===== src/rtl/lsu.sv =====
// Load/store unit: runs one data-bus transaction per start pulse.
// The effective address comes from the ALU result. Store data comes from rs2.
// Load data is returned to the write-back mux after sign or zero extension.
// Instructions that do not touch memory complete in one cycle, so the
// control unit can step every instruction through this stage the same way.
//
// Ports:
//   clk        core clock, rising edge
//   rst        synchronous active-high reset
//   mem_valid  start pulse, sampled only in IDLE
//   is_load    instruction is a load
//   is_store   instruction is a store
//   funct3     [1:0] access size B/H/W/D, [2] unsigned load
//   addr       effective address
//   wdata      store data (rs2)
//   dreq       data-bus request (valid, addr, size, strobe, data)
//   dresp      data-bus response (addr_ok, data_ok, data)
//   rdata      extended load data
//   mem_finish one-cycle completion pulse
//   misalign   qualifies mem_finish: access was misaligned and not issued

package common;
   typedef enum logic [2:0] {
      MSIZE1 = 3'd0,
      MSIZE2 = 3'd1,
      MSIZE4 = 3'd2,
      MSIZE8 = 3'd3
   } msize_t;

   typedef struct packed {
      logic        valid;
      logic [63:0] addr;
      msize_t      size;
      logic [7:0]  strobe;
      logic [63:0] data;
   } dbus_req_t;

   typedef struct packed {
      logic        addr_ok;
      logic        data_ok;
      logic [63:0] data;
   } dbus_resp_t;
endpackage

// state | meaning
// IDLE  | waiting for mem_valid; operands latched on the start pulse
// BUSY  | bus request held valid until data_ok
// DONE  | mem_finish pulse; misalign reported; back to IDLE
module lsu
   import common::*;
(
   input  logic        clk,
   input  logic        rst,
   input  logic        mem_valid,
   input  logic        is_load,
   input  logic        is_store,
   input  logic [2:0]  funct3,
   input  logic [63:0] addr,
   input  logic [63:0] wdata,
   output dbus_req_t   dreq,
   input  dbus_resp_t  dresp,
   output logic [63:0] rdata,
   output logic        mem_finish,
   output logic        misalign
);

   typedef enum logic [1:0] {
      IDLE = 2'd0,
      BUSY = 2'd1,
      DONE = 2'd2
   } state_t;

   state_t      state, state_next;
   logic        ld_r, st_r, misalign_r;
   logic [2:0]  funct3_r;
   logic [63:0] addr_r, wdata_r, rdata_r;
   logic        mem_op, aligned_in;
   logic [63:0] ld_shift, ld_ext;
   logic [7:0]  size_mask;
   logic        unused_addr_ok;

   // Requests are held until data_ok, so addr_ok carries no information here.
   assign unused_addr_ok = dresp.addr_ok;

   assign mem_op = is_load | is_store;

   always_comb begin
      aligned_in = 1'b1;
      case (funct3[1:0])
         2'd0: aligned_in = 1'b1;
         2'd1: aligned_in = (addr[0] == 1'b0);
         2'd2: aligned_in = (addr[1:0] == 2'b00);
         2'd3: aligned_in = (addr[2:0] == 3'b000);
         default: aligned_in = 1'b1;
      endcase
   end

   always_ff @(posedge clk) begin
      if (rst) state <= IDLE;
      else     state <= state_next;
   end

   always_comb begin
      state_next = state;
      case (state)
         IDLE: if (mem_valid) state_next = (mem_op && aligned_in) ? BUSY : DONE;
         BUSY: if (dresp.data_ok) state_next = DONE;
         DONE: state_next = IDLE;
         default: state_next = IDLE;
      endcase
   end

   // Lane-align the returned doubleword, then extend to 64 bits.
   always_comb begin
      ld_shift = dresp.data >> {addr_r[2:0], 3'b000};
      ld_ext   = ld_shift;
      case (funct3_r[1:0])
         2'd0: ld_ext = funct3_r[2] ? {56'd0, ld_shift[7:0]}
                                    : {{56{ld_shift[7]}}, ld_shift[7:0]};
         2'd1: ld_ext = funct3_r[2] ? {48'd0, ld_shift[15:0]}
                                    : {{48{ld_shift[15]}}, ld_shift[15:0]};
         2'd2: ld_ext = funct3_r[2] ? {32'd0, ld_shift[31:0]}
                                    : {{32{ld_shift[31]}}, ld_shift[31:0]};
         default: ld_ext = ld_shift;
      endcase
   end

   always_ff @(posedge clk) begin
      if (rst) begin
         ld_r       <= 1'b0;
         st_r       <= 1'b0;
         funct3_r   <= 3'd0;
         addr_r     <= 64'd0;
         wdata_r    <= 64'd0;
         rdata_r    <= 64'd0;
         misalign_r <= 1'b0;
      end else begin
         case (state)
            IDLE: if (mem_valid) begin
               ld_r       <= is_load;
               st_r       <= is_store;
               funct3_r   <= funct3;
               addr_r     <= addr;
               wdata_r    <= wdata;
               rdata_r    <= 64'd0;
               misalign_r <= mem_op & ~aligned_in;
            end
            BUSY: if (dresp.data_ok && ld_r) rdata_r <= ld_ext;
            default: ;
         endcase
      end
   end

   always_comb begin
      size_mask = 8'h01;
      case (funct3_r[1:0])
         2'd0: size_mask = 8'h01;
         2'd1: size_mask = 8'h03;
         2'd2: size_mask = 8'h0F;
         default: size_mask = 8'hFF;
      endcase
   end

   // Request fields come only from registered state, so nothing in dresp
   // reaches dreq within a cycle. A set is_load takes priority over is_store.
   always_comb begin
      dreq      = '0;
      dreq.addr = addr_r;
      dreq.size = msize_t'({1'b0, funct3_r[1:0]});
      if (state == BUSY) begin
         dreq.valid = 1'b1;
         if (st_r && !ld_r) begin
            dreq.data   = wdata_r << {addr_r[2:0], 3'b000};
            dreq.strobe = size_mask << addr_r[2:0];
         end
      end
   end

   assign rdata      = rdata_r;
   assign mem_finish = (state == DONE);
   assign misalign   = (state == DONE) & misalign_r;

endmodule

===== config.mk =====
export PLATFORM = sky130hd
export DESIGN_NAME = lsu
export DESIGN_NICKNAME = d
export VERILOG_FILES = /design/src/rtl/lsu.sv
export SDC_FILE = /design/constraint.sdc
export NUM_CORES = 1
export LEC_CHECK = 0
export ABC_AREA = 1
export CORE_MARGIN = 8
export CORE_UTILIZATION = 40
export CTS_BUF_LIST = sky130_fd_sc_hd__clkbuf_4
export DETAILED_ROUTE_END_ITERATION = 6
export PLACE_DENSITY = 0.81
export SETUP_SLACK_MARGIN = 0.2
export SLEW_MARGIN = 15
export SYNTH_ARGS = -nofsm -noshare
export SYNTH_HDL_FRONTEND = slang
export SYNTH_SLANG_ARGS = --single-unit
export TNS_END_PERCENT = 50

===== constraint.sdc =====
create_clock -name clk -period 2.59 [get_ports clk]
set_input_delay 0.518 -clock clk [delete_from_list [all_inputs] [get_ports clk]]
set_output_delay 0.518 -clock clk [all_outputs]
set_load 0.1 [all_outputs]

==> run metrics <==
Worst setup SP type=register; clk_lat worst skew=0.61 ns; Cell Pwr Density=515.0 nW/um2; CP required=2.07 ns; placed cells=2348; vias=13560; Iteration-0 DRC Markers=1402; CTS max path bufs=2; Synth cell types=36; die width=180.8 um; commonest non-fill, non-tap cell in the layout=nand2_1; vias in the first global route=13260; clock-pin slew on the worst setup and hold paths=0.19 ns; nature of the critical path endpoint=output pin; fin crit share=108.7%; asr flop ratio synth=0%; clock network fraction of total power=22.1%; die area=32680 um2; iteration count of the initial detailed-routing pass=6; final wirelength=50810 um; fmax=355.3 MHz; fillers=2378; largest net degree at the start of global routing=96; Min-Delay Path Class=reg -> reg; number of remaining DRC errors=0; sequential power share=39.1%; FP Rows=60; Static Leak=6.985 nW; htree depth=4; Yosys warnings=0; Initial Util=40.52%; root buffer cell=clkbuf_4; flops & latches, synth=200; Slew headroom=51.86%; internal power=4.929 mW; NetSw=3.891 mW; # clock sinks=200; Final Non-Filler Cells=2424; # port buffers=405; Sw Ratio=44.11%; number of synthesized flops with an enable pin=0; RSZ-0062 raised after global routing=true; GPL Wtd Cong=0.9678; most frequent cells in the layout=nand2_1 (363), nor2_1 (226), clkdlybuf4s50_1 (199); hold_buf cts=0; synthesized area=10860 um2; CP arrival=2.30 ns; count of pins over their slew limit=0; critical path's slowest cell=dfxtp_4; average wire per standard cell=20.96 um; max-cap viol count=0; crit-path max FO=7; Final setup viols=69; area delta synth->final=57.68%; antenna-violating nets left=0; cells after synthesis=1704; post-synthesis sequential area ratio=36.87%; Post-Route Utilization=63.90%; Ports=408; crit path kind=reg -> out; CP Cell Sequence=buf_6 -> buf_4 -> o21ai_0 -> nand2_1 -> o211ai_1 -> o22ai_4 -> buf_12; first-pass GRT wire length=76910 um; Post-synth top flop=dfxtp_1; VDD IR max=0.3293 mV; worst-margin pin slew=0.7221 ns; Nets=2258; GRT Util Overall=29.55%; CP peak stage delay=0.43 ns; initial antenna violation count=17; Remaining Overflow, GRT=0; chip height=180.8 um; hold slack final=0.4800 ns; Worst Skew=0.03063 ns; DR vias/cell=5.594; status=finished with violations; Min Clock Period, post-route=2.815 ns; hpwl dp=35810 um; post-synth net total=1906; CTS tree=done; hold path cells=2; core area=26800 um2; FF-to-FF path depth=12; failing checks=negative setup slack; setup ws final=-0.2249 ns; layout cell share with drive strength beyond 1=21.27%; Syn Area/Cell=6.373 um2; CTS buffer count=17; Combinational Power Share=38.8%; Final Hold Viols=0
per-layer routing:
| layer | share of wire, % | up-vias | global-route usage [%] | wire (um) |
|---|---|---|---|---|
| li1 | - | 6390 | - | - |
| met2 | 46 | 780 | 48.49 | 23570 |
| met3 | 11 | 184 | 9.368 | 5356 |
| met5 | 0.14 | - | 0 | 72 |
| met4 | 6.0 | 10 | 17.20 | 3046 |
| met1 | 37 | 6196 | 33.47 | 18760 |
path summary, 6_finish.rpt:
| path | startpoint | slack, ns | end |
|---|---|---|---|
| worst min-delay path | rdata[14] | 0.48 | rdata[14] |
| worst min register to register | rdata[14] | 0.48 | rdata[14] |
| worst max register to register | addr_r[0] | 0.37 | rdata[35] |
| worst max-delay path | addr_r[0] | -0.22 | dreq[44] |
flip-flops by register name (all words and copies together) (netlist names):
signal	flops
addr_r	64
rdata	64
wdata_r	64
funct3_r	3
state	2
ld_r	1
misalign_r	1
st_r	1
per-stage QoR:
step	total power, mW	worst slack, ns	cell area (um2)	setup TNS [ns]
final	8.819	-0.2249	17130	-7.238
after global routing	9.227	-0.3172	17120	-15.39
after CTS	8.725	-0.1925	16870	-10.14
after detailed placement	6.699	0.1837	16070	0
after global placement	6.658	0.2097	16070	0
after floorplan	5.676	-1.038	11370	-38.69
critical path: cells and delay by family (launching register included):
kind | cells | cell delay, ns
buf+inv | 3 | 0.51
simple gates | 1 | 0.11
flops | 1 | 0.43
compound gates | 3 | 0.66
power groups by stage:
stage / registers [mW] / logic (mW) / clock network [mW]
3_5_place_dp: 3.50 / 3.20 / 0
2_1_floorplan: 4.18 / 1.50 / 0
3_3_place_gp: 3.49 / 3.17 / 0
4_1_cts: 3.44 / 3.30 / 1.99
5_1_grt: 3.47 / 3.65 / 2.11
6_report: 3.44 / 3.43 / 1.95
final cells by class:
class	instances	area [um2]	area share [%]
timing repair buffer	479	5375	31.39
sequential	200	4015	23.45
multi-input combinational	1283	6639	38.77
inverter	75	297.8	1.739
clock inverter	15	209.0	1.220
antenna	14	35.03	0.2046
clock buffer	17	127.6	0.7452
tap	341	426.7	2.491
what timing repair did:
item / CTS / global route
gates resized for setup: 63 / 26
pin swaps: 15 / 7
cloned: 5 / 3
hold endpoints to repair: 0 / 0
setup buffers: 15 / 7
setup endpoints to repair: 72 / 72
synthesized netlist by cell type (all sizes together) (8+ instances only):
cell    number  area, um2
o211ai      31      232.7
a22oi        8      60.06
a21oi      179      895.9
a221o       13      130.1
dfxtp      200       4004
clkbuf      81      307.8
or2         12      75.08
nor2       269       1035
nand3       93      488.0
nand2      367       1385
buf         66      360.3
inv         74      280.3
o22ai       14      87.58
o21ai      284       1421
logic make-up after synthesis:
family	after synthesis	synth area share [%]
flops	200	36.87
buf+inv	222	8.767
simple gates	743	27.58
mux	3	0.2765
other cells	1	0.03453
compound gates	535	26.47
No activity file was read; power rests on OpenSTA's default activity.
